File: src/rtl/sym_code_pkg.sv
// Shared line-code symbol constants and decoder state encoding for the
// 2-bit literal symbol link receiver.
package sym_code_pkg;

  localparam logic [1:0] SYM_IDLE    = 2'h0;
  localparam logic [1:0] SYM_ZERO    = 2'h1;
  localparam logic [1:0] SYM_ILLEGAL = 2'h2;
  localparam logic [1:0] SYM_ONE     = 2'h3;

  typedef enum logic [1:0] {
    IDLE  = 2'd0,
    SHIFT = 2'd1,
    OUT   = 2'd2,
    ERR   = 2'd3
  } state_t;

endpackage

File: src/rtl/sym_code_classify.sv
// Combinational symbol classifier: splits a line symbol into data/idle/illegal
// flags and the carried data bit.
module sym_code_classify
  import sym_code_pkg::*;
(
  input  logic [1:0] sym,
  output logic       is_data,
  output logic       data_bit,
  output logic       is_idle,
  output logic       is_illegal
);

  always_comb begin
    is_idle    = (sym == SYM_IDLE);
    is_illegal = (sym == SYM_ILLEGAL);
    is_data    = (sym == SYM_ZERO) || (sym == SYM_ONE);
    data_bit   = (sym == SYM_ONE);
  end

endmodule

File: src/rtl/sym_code_decoder.sv
// Line-code receive decoder: deserialises data symbols LSB-first into words.
// Define SYM_CODE_DECODER_PARITY_EN to require a trailing even-parity symbol.
module sym_code_decoder
  import sym_code_pkg::*;
#(
  parameter int WIDTH      = 8,
  parameter int IDLE_LIMIT = 4
) (
  input  logic             clk,
  input  logic             rst,
  input  logic             sym_valid,
  input  logic [1:0]       sym,
  output logic             sym_ready,
  output logic             word_valid,
  output logic [WIDTH-1:0] word,
  input  logic             word_ready,
  output logic             err,
  output logic [7:0]       err_cnt
);

  localparam int CNT_W = $clog2(WIDTH + 1);

  state_t           state, state_nxt;
  logic [WIDTH-1:0] shreg;
  logic [CNT_W-1:0] bit_cnt;
  logic [3:0]       idle_cnt;

  logic is_data, data_bit, is_idle, is_illegal;
  logic accept, bit_wr, idle_inc, cnt_clr;

  sym_code_classify u_classify (
    .sym        (sym),
    .is_data    (is_data),
    .data_bit   (data_bit),
    .is_idle    (is_idle),
    .is_illegal (is_illegal)
  );

  assign accept = sym_valid && sym_ready;
  assign word   = shreg;

  always_comb begin
    state_nxt  = state;
    sym_ready  = 1'b0;
    word_valid = 1'b0;
    err        = 1'b0;
    bit_wr     = 1'b0;
    idle_inc   = 1'b0;
    cnt_clr    = 1'b0;
    case (state)
      IDLE: begin
        sym_ready = 1'b1;
        if (accept) begin
          if (is_data) begin
            bit_wr    = 1'b1;
            state_nxt = SHIFT;
          end else if (is_illegal) begin
            state_nxt = ERR;
          end
        end
      end
      SHIFT: begin
        sym_ready = 1'b1;
        if (accept) begin
          if (is_data) begin
`ifdef SYM_CODE_DECODER_PARITY_EN
            // bit_cnt == WIDTH means this symbol is the parity slot
            if (bit_cnt == CNT_W'(WIDTH)) begin
              if ((^shreg) ^ data_bit) begin
                state_nxt = ERR;
                cnt_clr   = 1'b1;
              end else begin
                state_nxt = OUT;
              end
            end else begin
              bit_wr = 1'b1;
            end
`else
            bit_wr = 1'b1;
            if (bit_cnt == CNT_W'(WIDTH - 1))
              state_nxt = OUT;
`endif
          end else if (is_idle) begin
            if (idle_cnt == 4'(IDLE_LIMIT - 1)) begin
              state_nxt = IDLE;
              cnt_clr   = 1'b1;
            end else begin
              idle_inc = 1'b1;
            end
          end else if (is_illegal) begin
            state_nxt = ERR;
            cnt_clr   = 1'b1;
          end
        end
      end
      OUT: begin
        word_valid = 1'b1;
        if (word_ready) begin
          state_nxt = IDLE;
          cnt_clr   = 1'b1;
        end
      end
      ERR: begin
        err       = 1'b1;
        state_nxt = IDLE;
        cnt_clr   = 1'b1;
      end
      default: state_nxt = IDLE;
    endcase
  end

  always_ff @(posedge clk) begin
    if (!rst) begin
      state    <= IDLE;
      shreg    <= '0;
      bit_cnt  <= '0;
      idle_cnt <= '0;
      err_cnt  <= '0;
    end else begin
      state <= state_nxt;
      for (int i = 0; i < WIDTH; i++)
        if (bit_wr && bit_cnt == CNT_W'(i))
          shreg[i] <= data_bit;
      if (cnt_clr) begin
        bit_cnt  <= '0;
        idle_cnt <= '0;
      end else if (bit_wr) begin
        bit_cnt  <= bit_cnt + 1'b1;
        idle_cnt <= '0;
      end else if (idle_inc) begin
        idle_cnt <= idle_cnt + 1'b1;
      end
      // count on entry so err_cnt already reflects the error during the err pulse
      if (state_nxt == ERR && state != ERR && err_cnt != 8'hFF)
        err_cnt <= err_cnt + 1'b1;
    end
  end

endmodule
File: config.mk
export PLATFORM = sky130hd
export DESIGN_NAME = sym_code_decoder
export DESIGN_NICKNAME = d
export VERILOG_FILES = /design/src/rtl/sym_code_pkg.sv /design/src/rtl/sym_code_classify.sv /design/src/rtl/sym_code_decoder.sv
export SDC_FILE = /design/constraint.sdc
export NUM_CORES = 1
export LEC_CHECK = 0
export CAP_MARGIN = 20
export CELL_PAD_IN_SITES_DETAIL_PLACEMENT = 0
export CELL_PAD_IN_SITES_GLOBAL_PLACEMENT = 2
export CORE_MARGIN = 8
export CORE_UTILIZATION = 32
export DETAILED_ROUTE_END_ITERATION = 16
export PLACE_DENSITY_LB_ADDON = 0.1
export SETUP_SLACK_MARGIN = 0.05
export SLEW_MARGIN = 10
export SYNTH_ARGS = -nofsm -noshare
export SYNTH_HDL_FRONTEND = slang
export SYNTH_SLANG_ARGS = --single-unit
export TNS_END_PERCENT = 20
File: constraint.sdc
create_clock -name clk -period 4.05 [get_ports clk]
set_input_delay 0.6075 -clock clk [delete_from_list [all_inputs] [get_ports clk]]
set_output_delay 0.6075 -clock clk [all_outputs]
set_load 0.03 [all_outputs]
* Word-level counts from Yosys, hierarchy flattened
Cells that the tools add are included.
Word-level totals: bits in registers 26, input port bits 6, logic and storage cells 79
Cells by class: add/sub/neg operators 3, eq/ne operators 17, mux-type cells 28, bitwise gates (word level) 1, reductions and logical operators 18
Operators by type and width (count):
- $mux W2 | 9
- $mux W1 | 17
- $eq A4 B3 Y1 const B | 4
- $eq A4 B2 Y1 const B | 3
- $logic_and A1 B1 Y1 | 11
- $eq A2 B2 Y1 const B | 5
- $add A4 B1 Y4 const B | 2
- $add A8 B1 Y8 const B | 1
- $ne A8 B8 Y1 const B | 1
- $pmux W2 S4 | 1
- $eq A2 B1 Y1 const B | 2
- $eq A4 B1 Y1 const B | 1
- $logic_not A2 Y1 | 2
- $logic_not A4 Y1 | 1
- $reduce_or A2 Y1 | 2
- $pmux W1 S3 | 1
- $reduce_or A3 Y1 | 1
- $ne A2 B2 Y1 const B | 1
- $logic_or A1 B1 Y1 | 1
- $not A1 Y1 | 1

* Longest topological paths before layout
Gate-level depths: netlist of run 1.
word-level depth 9, depth in mapped cells 7, mapped depth without buffers 6

* By module
From an unflattened synthesis of run 1, not the netlist that was laid out.
Second synthesis, totals: cell total of the unflattened synthesis 166, area total of the unflattened synthesis 1343.8 µm²
By module, submodules not included:
- sym_code_decoder | times used 1, cells each 162, area each 1323.8 µm²
- sym_code_classify | times used 1, cells each 4, area each 20.0 µm²

* Least setup slack after synthesis of run 1
OpenSTA, ideal clock, no wires.
path kind in2reg, start point in sym[0], end point reg err_cnt[5], setup time 0.070 ns, arrival 1.963 ns, required time 3.980 ns, slack 2.016 ns, stages 6, cell sequence buf_6 > mux2_4 > a22oi_2 > or3_4 > or4_1 > a21oi_1
On the way: cells in the longest elaborated chain, start to end 9, elaborated cells between the ends (all ways) 15
Ends and longest elaborated chain:
- start, declared | line sym_code_decoder.sv:12 | input logic [1:0] sym,
- $eq A2 B2 Y1 | line sym_code_classify.sv:15 | is_illegal = (sym == SYM_ILLEGAL);
- $mux W2 | line sym_code_decoder.sv:57, sym_code_decoder.sv:90
- $mux W2 | line sym_code_decoder.sv:83 | end else if (is_idle) begin
- $mux W2 | line sym_code_decoder.sv:65 | if (is_data) begin
- $mux W2 | line sym_code_decoder.sv:64 | if (accept) begin
- $pmux W2 S4 * | line sym_code_decoder.sv:50 | case (state)
- $eq A2 B2 Y1 * | line sym_code_decoder.sv:134 | if (state_nxt == ERR && state != ERR && err_cnt != 8'hFF)
- $logic_and A1 B1 Y1 * (2 in series) | line sym_code_decoder.sv:134
- end signal, assigned | line sym_code_decoder.sv:135 | err_cnt <= err_cnt + 1'b1;
- end, declared | line sym_code_decoder.sv:18 | output logic [7:0] err_cnt
Every way passes the cells marked *; elsewhere a longest branch is shown, timed or not. A chain may end at the register's enable or synchronous reset.

* Worst setup path after layout of run 1
start point in sym[0], end point reg err_cnt[3]
The elaborated chain is that of the path after synthesis.

==> results of run 1 <==
layout make-up:
type                    count  area share, %
multi-input cells         123          45.66
well taps                  50          3.743
clock buffers               4          3.293
flip-flops and latches     26          31.14
repair buffers             24          14.37
inverters                   8          1.796
power by group through the flow:
stage / registers [uW] / logic [uW] / clock network [uW]
floorplan: 275 / 53.1 / 0
global placement: 274 / 74.4 / 0
detailed placement: 274 / 75.9 / 0
CTS: 268 / 76.3 / 179
global route: 269 / 82.3 / 191
finish: 267 / 75.8 / 173
Yosys cell counts (all sizes together):
cell	count
o31ai	4
nor4	3
clkbuf	2
inv	8
xnor2	2
mux2	1
o211ai	1
o32a	1
or4	4
xor2	4
a31oi	1
nand3	10
nand4	3
nand2b	3
o21a	1
dfxtp	26
or3	2
a21oi	15
a22oi	1
nand3b	2
and2b	1
o21ai	4
nand2	20
nor2b	2
or3b	1
or2	2
nor3b	4
buf	3
and2	3
mux2i	4
nor3	3
ha	6
nor2	15
layer usage:
metal / vias up / global-route usage, % / routed length, um
met4: 0 / 3.214 / 23
met5: - / 0 / 0
li1: 612 / - / -
met3: 2 / 2.208 / 96
met1: 537 / 11.67 / 1497
met2: 13 / 17.08 / 1560
critical path, stage by stage:
cell and delay, ps:
clkdlybuf4s50_1 630, mux2_4 210, a22oi_2 70, or3_4 470, or4_1 480, a21oi_1 160
how the worst max path moves through the flow:
stage,startpoint,endpoint,slack [ps],cells after the start
after floorplan,sym[0],err_cnt[5],2020,6
after global placement,sym[0],err_cnt[5],1390,6
after detailed placement,sym[0],err_cnt[3],1340,6
after CTS,sym[0],err_cnt[3],1620,6
after global routing,sym[0],word[2],1500,6
final,sym[0],err_cnt[3],1610,6
flip-flops by register name (all words and copies together) (netlist names):
register / cells
word: 8
idle_cnt: 4
state: 2
bit_cnt: 4
err_cnt: 8
cell families after synthesis:
family	count (synthesis)
DFF	26
adders and majority gates	6
AOI/OAI and AO/OA	28
muxes	5
and+or+nand+nor	78
buffers and inverters	13
xor gates and xnor gates	6
stage by stage:
step | util, % | instance area (um^2) | hold WS (ps) | setup slack (ps) | power, uW
CTS | 41.49 | 1672 | 461.0 | 1622 | 522.7
floorplan | - | 1349 | 480.2 | 2016 | 328.0
global placement | 40.12 | 1617 | 441.2 | 1393 | 348.2
finish | 41.49 | 1672 | 455.5 | 1614 | 516.3
global route | 41.49 | 1672 | 475.6 | 1495 | 542.4
detailed placement | 40.12 | 1617 | 446.9 | 1340 | 349.7
==> metrics.csv, run 1 <==
stage,metric,value,unit
status,outcome,completed,
pwr,Flop pwr share,51.8,%
setup_path,Critical Path Sink Type,register,
clock_network,H-tree levels,1,
timing,clk_skew,2.773,ps
clock_network,clk_lat worst skew,270,ps
clock_network,CTS tree,built,
floorplanning,die width,80.92,um
drt,wire per inst,13.52,um
timing,endpoints failing hold,0,
pwr,leakage dissipation,0.0005431,uW
pwr,Max IR drop VDD,0.09835,mV
clock_network,hold buffer count at cts,0,
floorplanning,Ports,25,
layout,FILL cells,415,
floorplanning,die area,0.006548,mm^2
drt,vias per cell,4.953,
pwr,Pwr Density,308.9,mW/mm^2
timing,part of the cycle the worst path needs,60.15,%
min_path,Hold Path Cell Cnt,2,
setup_path,reg-to-reg setup timing slack,1860,ps
clock_network,CTS buffer count,3,
pwr,NetSw,140.2,uW
layout,Sequential Area,520.5,um^2
setup_path,"Data arrival, critical path",2640,ps
flow_run,Max-Cap Viols,0,
drt,final wirelength,3177,um
logic_synthesis,Mapped Nets,174,
pwr,P_int,376.2,uW
timing,Final min period,2436,ps
min_path,worst min path class,register to register,
clock_network,total setup buffers inserted after CTS,0,
layout,fin nets,198,
layout,Synth-to-Final Area Change,23.93,%
placement,cell count after placement,231,
logic_synthesis,complex-gate fraction of the synthesized area,12.52,%
timing,Pins Over Slew Limit,0,
clock_network,root buffer cell,clkbuf_8,
timing,setup TNS,0,ps
setup_path,FF-to-FF Start,idle_cnt[0],
global_route,initial antenna violation count,0,
logic_synthesis,Synth Area in Simple Gates,30.52,%
layout,area of the multi-input gates,763.2,um^2
drt,DRT antenna net count,0,
layout,most frequent cells in the layout,"dfxtp_1, clkdlybuf4s50_1, nand2_1",
min_path,Hold Path End,word[1],
pwr,Clock power frac,33.5,%
logic_synthesis,Post-Synth XOR/XNOR Area,3.896,%
clock_network,# clock sinks,26,
logic_synthesis,Cells after Synth,162,
logic_synthesis,Synth cell types,36,
timing,max_slew headroom,42.81,%
layout,ant diodes,0,
layout,"Cell Count, Final, Fillers Out",235,
logic_synthesis,Syn Std Cell Area,0.001349,mm^2
setup_path,reg2reg end,err_cnt[3],
clock_network,Clock Pin Slew Worst Setup and Hold Paths,100,ps
timing,count of final setup violators,0,
drt,DR vias,1164,
global_route,vias in the first global route,1102,
setup_path,R2R depth,6,
global_route,GRT overflow,0,
logic_synthesis,Adder-Cell Fraction of Synth Area,5.566,%
pwr,switch share,27.14,%
timing,Max Fclk,410.5,MHz
pwr,combinational fraction of design power,14.7,%
floorplanning,core area,0.004029,mm^2
logic_synthesis,ranking of synthesized cells by area,"dfxtp_1, a21oi_1, ha_1, nand2_1, nor2_1",
min_path,min-delay src,word[1],
layout,layout cell share with drive strength beyond 1,5.405,%
floorplanning,Initial Util,33.48,%
drt,DRC Markers,0,
logic_synthesis,YS warnings,0,
logic_synthesis,Yosys top cell by area,dfxtp_1,
floorplanning,Rows,23,
placement,hpwl dp,2360,um
global_route,first-pass GRT wire length,5057,um
setup_path,CP Data Required Time,4250,ps
placement,Placer Congestion,0.7590,
setup_path,crit path launch type,input pin,
setup_path,worst-path maximum fanout,14,
timing,pin slew with the least headroom to its limit,851.3,ps
clock_network,CTS Buffer Depth,2,
logic_synthesis,Mean Syn Cell Area,8.326,um^2
logic_synthesis,"FF+latch count, synth",26,
logic_synthesis,main combinational cell family by area after synthesis,simple AND/OR/NAND/NOR gates,
drt,drt pass-1 iters,4,
drt,Detailed Route Iter0 Violations,41,
clock_network,post-CTS resize count,0,
logic_synthesis,post-synthesis sequential area ratio,38.59,%
layout,"most common cell after layout, fill and taps aside",dfxtp_1,
logic_synthesis,mux cell area share after synthesis,4.082,%
timing,RSZ-0062 raised after global routing,no,
setup_path,Crit Path Class,input pin to register,
global_route,largest net degree at the start of global routing,17,
global_route,GRT Total Usage,9.836,%
floorplanning,die span in y,80.92,um
logic_synthesis,Yosys top cell area share,38.59,%
placement,Port-buffer cells,24,
Note: power is estimated with default switching activity, not from simulation.
==> run 2: changes to the inputs <==
--- a/config.mk
+++ b/config.mk
@@ -9,7 +9,7 @@
 export CELL_PAD_IN_SITES_DETAIL_PLACEMENT = 0
 export CELL_PAD_IN_SITES_GLOBAL_PLACEMENT = 2
 export CORE_MARGIN = 8
-export CORE_UTILIZATION = 32
+export CORE_UTILIZATION = 27
 export DETAILED_ROUTE_END_ITERATION = 16
 export PLACE_DENSITY_LB_ADDON = 0.1
 export SETUP_SLACK_MARGIN = 0.05
==> constraint.sdc (replaced) <==
create_clock -name clk -period 2.2 [get_ports clk]
set_input_delay 0.33 -clock clk [delete_from_list [all_inputs] [get_ports clk]]
set_output_delay 0.33 -clock clk [all_outputs]
set_load 0.03 [all_outputs]
==> metrics.csv, run 2 (same netlist as run 1, synthesis figures left out) <==
stage,metric,value,unit,change
clock_network,clk_lat worst skew,270,ps,about the same
layout,FILL cells,495,,+19%
floorplanning,Initial Util,28.18,%,-5.3 points
clock_network,total setup buffers inserted after CTS,0,,unchanged
timing,Max Fclk,488.5,MHz,
global_route,largest net degree at the start of global routing,17,,unchanged
floorplanning,die width,86.68,um,+7.1%
clock_network,Clock Pin Slew Worst Setup and Hold Paths,90,ps,about the same
drt,wire per inst,12.01,um,-11%
min_path,Hold Path End,word[0],,
pwr,leakage dissipation,0.0006211,uW,+14%
clock_network,H-tree levels,1,,unchanged
timing,Final min period,2047,ps,
global_route,initial antenna violation count,0,,unchanged
timing,max_slew headroom,62.75,%,+20 points
placement,hpwl dp,2443,um,+3.5%
floorplanning,Ports,25,,unchanged
floorplanning,Rows,25,,+8.7%
min_path,worst min path class,register to register,,
setup_path,reg2reg end,err_cnt[0],,
timing,part of the cycle the worst path needs,93.05,%,
clock_network,# clock sinks,26,,unchanged
layout,layout cell share with drive strength beyond 1,14.07,%,+8.7 points
min_path,min-delay src,word[0],,
layout,fin area,0.001818,mm^2,+8.8%
timing,RSZ-0062 raised after global routing,yes,,
timing,Pins Over Slew Limit,0,,unchanged
setup_path,Critical Path Sink Type,register,,
placement,Port-buffer cells,24,,unchanged
drt,DRC Markers,0,,unchanged
global_route,met2 usage,14.79,%,-2.3 points
pwr,total power,978.3,uW,+89%
global_route,GRT overflow,0,,unchanged
pwr,Pwr Density,538.1,mW/mm^2,+74%
setup_path,Worst path slowest cell,clkdlybuf4s50_1,,
timing,endpoints failing hold,0,,unchanged
setup_path,"Data arrival, critical path",2250,ps,-390 ps
global_route,first-pass GRT wire length,5616,um,+11%
global_route,GRT Total Usage,9.139,%,-0.70 points
global_route,GR met1 Demand/Resource,11.26,%,-0.41 points
status,outcome,completed,,
setup_path,CP Cell Sequence,"clkdlybuf4s50_1, mux2_4, a22oi_2, or3_4, or4_1, a21oi_1",,
timing,count of final setup violators,0,,unchanged
floorplanning,die span in y,86.68,um,+7.1%
drt,Detailed Route Iter0 Violations,65,,+59%
layout,Synth-to-Final Area Change,34.79,%,
layout,"most common cell after layout, fill and taps aside",dfxtp_1,,
setup_path,R2R depth,7,,+1
layout,fin nets,212,,+7.1%
floorplanning,core area,0.004786,mm^2,+19%
drt,DR vias,1237,,+6.3%
drt,final wirelength,3194,um,+0.54%
layout,ant diodes,0,,unchanged
global_route,vias in the first global route,1196,,+8.5%
layout,most frequent cells in the layout,"dfxtp_1, clkdlybuf4s50_1, nand2_1",,
timing,clk_skew,3.745,ps,+0.9725 ps
timing,pin slew with the least headroom to its limit,558.2,ps,-293.2 ps
setup_path,Crit Path Class,input pin to register,,
setup_path,"Largest stage delay, worst path",570,ps,-60 ps
clock_network,CTS tree,built,,
clock_network,CTS buffer count,3,,unchanged
setup_path,reg-to-reg setup timing slack,160,ps,-1700 ps
global_route,met3 Use GR,2.741,%,+0.53 points
placement,Placer Congestion,0.7185,,-5.3%
setup_path,worst-path maximum fanout,12,,-2
drt,vias per cell,4.650,,-6.1%
placement,Placement Cell Area,0.001743,mm^2,+7.8%
setup_path,CP Data Required Time,2400,ps,-1850 ps
pwr,Max IR drop VDD,0.2119,mV,+120%
global_route,gr busiest metal,met2,,
drt,DRT antenna net count,0,,unchanged
layout,area of the multi-input gates,777.0,um^2,+1.8%
drt,drt pass-1 iters,4,,unchanged
flow_run,Max-Cap Viols,0,,unchanged
floorplanning,die area,0.007513,mm^2,+15%
layout,Sequential Area,520.5,um^2,unchanged
clock_network,root buffer cell,clkbuf_8,,
setup_path,FF-to-FF Start,idle_cnt[0],,
setup_path,crit path launch type,input pin,,
min_path,Hold Path Cell Cnt,2,,unchanged
clock_network,CTS Buffer Depth,2,,unchanged
==> run 2: how the worst max path moves through the flow <==
stage | to | start | slack [ps] | cells past startpoint
2_1_floorplan | err_cnt[6] | idle_cnt[0] | 290 | 7
5_1_grt | err_cnt[0] | idle_cnt[0] | 20 | 7
4_1_cts | err_cnt[1] | idle_cnt[0] | 80 | 7
3_5_place_dp | err_cnt[3] | sym[0] | -210 | 6
6_report | err_cnt[3] | sym[1] | 150 | 6
3_3_place_gp | err_cnt[5] | sym[0] | -170 | 6
==> run 2: per-layer routing <==
| metal | wire, um | vias to the layer above |
|---|---|---|
| met2 | 1469 | 25 |
| li1 | - | 636 |
| met1 | 1538 | 574 |
| met5 | 0 | - |
| met3 | 166 | 2 |
| met4 | 20 | 0 |
==> run 2: worst max-delay path, delay by kind of cell <==
kind                   cells  cell delay (ps)
muxes                      1              190
buffers and inverters      1              570
and+or+nand+nor            2              950
AOI/OAI and AO/OA          2              210
==> run 2: report_power, final <==
group	internal [uW]	switching, uW
combinational	76.9	95.6
sequential	480	12.1
clock	160	154
==> run 2: per-stage QoR <==
stage,worst slack [ps],utilization [%],hold WS (ps),cells,TNS (ps)
6_report,152.9,37.99,456.8,266,0
5_1_grt,24.49,37.99,480.0,266,0
4_1_cts,80.45,37.57,462.4,266,0
3_5_place_dp,-205.3,36.42,448.5,262,-1050
3_3_place_gp,-169.5,36.42,441.8,262,-863.1
2_1_floorplan,286.3,-,477.2,162,0
==> run 2: cell type report <==
type | count | share of cell area [%]
multi-input combinational | 123 | 42.74
sequential | 26 | 28.63
timing repair buffer | 38 | 19.34
tap | 67 | 4.611
clock buffer | 4 | 3.028
inverter | 8 | 1.652
==> run 2: what timing repair did <==
action / in CTS / in global routing
hold buffers: 0 / 0
hold endpoints to repair: 0 / 0
gates resized for setup: 0 / 6
setup endpoints to repair: 0 / 7
==> run 3: changes to the inputs <==
--- a/config.mk
+++ b/config.mk
@@ -8,7 +8,6 @@
 export CAP_MARGIN = 20
 export CELL_PAD_IN_SITES_DETAIL_PLACEMENT = 0
 export CELL_PAD_IN_SITES_GLOBAL_PLACEMENT = 2
-export CORE_MARGIN = 8
 export CORE_UTILIZATION = 27
 export DETAILED_ROUTE_END_ITERATION = 16
 export PLACE_DENSITY_LB_ADDON = 0.1
==> metrics.csv, run 3 (same netlist as run 1, synthesis figures left out) <==
stage,metric,value,unit,change
floorplanning,Rows,25,,unchanged
drt,vias per cell,4.603,,-1.0%
pwr,Pwr Density,543.7,mW/mm^2,+1.0%
clock_network,clk_lat worst skew,270,ps,about the same
placement,Port-buffer cells,24,,unchanged
flow_run,Max-Cap Viols,0,,unchanged
layout,ant diodes,0,,unchanged
setup_path,CP Cell Sequence,"ha_1, nor3b_1, nor3b_1, o32a_2, or4_1, a21oi_1",,
drt,DR vias,1229,,-0.65%
floorplanning,Initial Util,28.37,%,+0.19 points
drt,DRC Markers,0,,unchanged
layout,"most common cell after layout, fill and taps aside",dfxtp_1,,
drt,wire per inst,11.64,um,-3.0%
pwr,leakage dissipation,0.0006203,uW,-0.13%
pwr,Clock power frac,32.1,%,about the same
setup_path,Worst path slowest cell,or4_1,,
pwr,P_int,725.4,uW,+1.2%
setup_path,Critical Path Sink Type,register,,
global_route,first-pass GRT wire length,5209,um,-7.2%
setup_path,"Largest stage delay, worst path",520,ps,-50 ps
global_route,vias in the first global route,1147,,-4.1%
global_route,GRT Total Usage,12.44,%,+3.3 points
pwr,NetSw,267.3,uW,+2.1%
layout,Sequential Area,520.5,um^2,unchanged
clock_network,CTS tree,built,,
floorplanning,die span in y,72.68,um,-16%
layout,fin nets,213,,+0.47%
pwr,switch share,26.92,%,+0.17 points
timing,pin slew with the least headroom to its limit,581.1,ps,+22.93 ps
timing,endpoints failing hold,0,,unchanged
floorplanning,die width,72.68,um,-16%
layout,most frequent cells in the layout,"dfxtp_1, clkdlybuf4s50_1, nand2_1",,
clock_network,Clock Pin Slew Worst Setup and Hold Paths,100,ps,about the same
floorplanning,Ports,25,,unchanged
placement,hpwl dp,2223,um,-9.0%
placement,Placement Cell Area,0.001748,mm^2,+0.29%
global_route,largest net degree at the start of global routing,17,,unchanged
clock_network,CTS Buffer Depth,2,,unchanged
layout,fin area,0.001826,mm^2,+0.41%
placement,Placer Congestion,0.7765,,+8.1%
layout,area of the multi-input gates,779.5,um^2,+0.32%
pwr,Max IR drop VDD,0.2367,mV,+12%
clock_network,# clock sinks,26,,unchanged
setup_path,Crit Path Class,register to register,,
setup_path,Top Family by Delay on Critical Path,simple AND/OR/NAND/NOR gates,,
drt,drt pass-1 iters,4,,unchanged
timing,Max Fclk,487.7,MHz,-0.17%
pwr,combinational fraction of design power,18.4,%,+0.8 points
floorplanning,core area,0.004755,mm^2,-0.65%
drt,final wirelength,3109,um,-2.7%
status,outcome,completed,,
timing,max_slew headroom,61.22,%,-1.5 points
timing,RSZ-0062 raised after global routing,yes,,
layout,final core occ,38.39,%,+0.41 points
global_route,GRT overflow,0,,unchanged
timing,Final min period,2051,ps,+3.535 ps
timing,count of final setup violators,0,,unchanged
global_route,initial antenna violation count,0,,unchanged
clock_network,hold buffer count at cts,0,,unchanged
timing,clk_skew,3.459,ps,-0.2865 ps
min_path,worst min path class,register to register,,
drt,Detailed Route Iter0 Violations,52,,-20%
timing,worst setup margin,149.4,ps,-3.535 ps
timing,setup TNS,0,ps,unchanged
clock_network,CTS buffer count,3,,unchanged
setup_path,worst-path maximum fanout,10,,-2
setup_path,CP Data Required Time,2400,ps,about the same
timing,Pins Over Slew Limit,0,,unchanged
layout,Synth-to-Final Area Change,35.34,%,
floorplanning,die area,0.005282,mm^2,-30%
drt,DRT antenna net count,0,,unchanged
clock_network,root buffer cell,clkbuf_8,,
setup_path,crit path launch type,register,,
setup_path,Critical path buffers and inverters,0,,-1
setup_path,"Data arrival, critical path",2250,ps,about the same
placement,DP Worst Slack,-231.6,ps,-26.34 ps
layout,layout cell share with drive strength beyond 1,14.00,%,-0.070 points
timing,part of the cycle the worst path needs,93.21,%,+0.16 points
clock_network,H-tree levels,1,,unchanged
pwr,Flop pwr share,49.5,%,-0.8 points
setup_path,"most used cell, CP",nor3b_1,,
timing,worst hold margin,457.5,ps,+0.7240 ps
layout,FILL cells,500,,+1.0%
==> run 3: through the flow <==
| step | std cells | total power [uW] |
|---|---|---|
| after global routing | 267 | 1049 |
| after floorplan | 162 | 603.8 |
| after global placement | 261 | 681.2 |
| after CTS | 265 | 1004 |
| after detailed placement | 261 | 681.7 |
| final | 267 | 992.6 |
==> run 3: final timing paths <==
path,from,endpoint,slack [ps],cells past startpoint
max,idle_cnt[0],err_cnt[5],150,6
max reg2reg,idle_cnt[0],err_cnt[5],150,6
min reg2reg,word[1],word[1],460,2
min,word[1],word[1],460,2
==> run 3: power by group through the flow <==
| stage | registers [uW] | logic, uW | clock network, uW |
|---|---|---|---|
| after floorplan | 506 | 97.8 | 0 |
| after global placement | 502 | 179 | 0 |
| after detailed placement | 503 | 179 | 0 |
| after CTS | 492 | 180 | 332 |
| after global routing | 494 | 200 | 354 |
| final | 491 | 182 | 319 |
==> run 3: layout make-up <==
| cell class | instances | share of cell area (%) |
|---|---|---|
| Clock buffer | 4 | 3.016 |
| Inverter | 8 | 1.645 |
| Multi-Input combinational cell | 124 | 42.70 |
| Timing Repair Buffer | 38 | 19.53 |
| Tap cell | 67 | 4.592 |
| Sequential cell | 26 | 28.51 |
==> run 3: what timing repair did <==
action / in CTS / in global routing
endpoints found under the setup margin: 1 / 7
pin swaps: 0 / 2
setup buffers: 0 / 1
gates cloned: 0 / 1
resized for setup: 1 / 3
==> run 3: worst reg2reg max path, stage by stage (launching register included) <==
cell and delay, ps:
dfxtp_1 350, ha_1 210, nor3b_1 170, nor3b_1 150, o32a_2 440, or4_1 530
a21oi_1 150
==> run 3: layer usage <==
metal | part of all wire [%] | vias to the layer above | track usage, %
met4 | 0.74 | 0 | 3.922
li1 | - | 641 | -
met5 | 0 | - | 0
met2 | 49 | 14 | 21.39
met1 | 48 | 572 | 15.86
met3 | 2.1 | 2 | 2.072
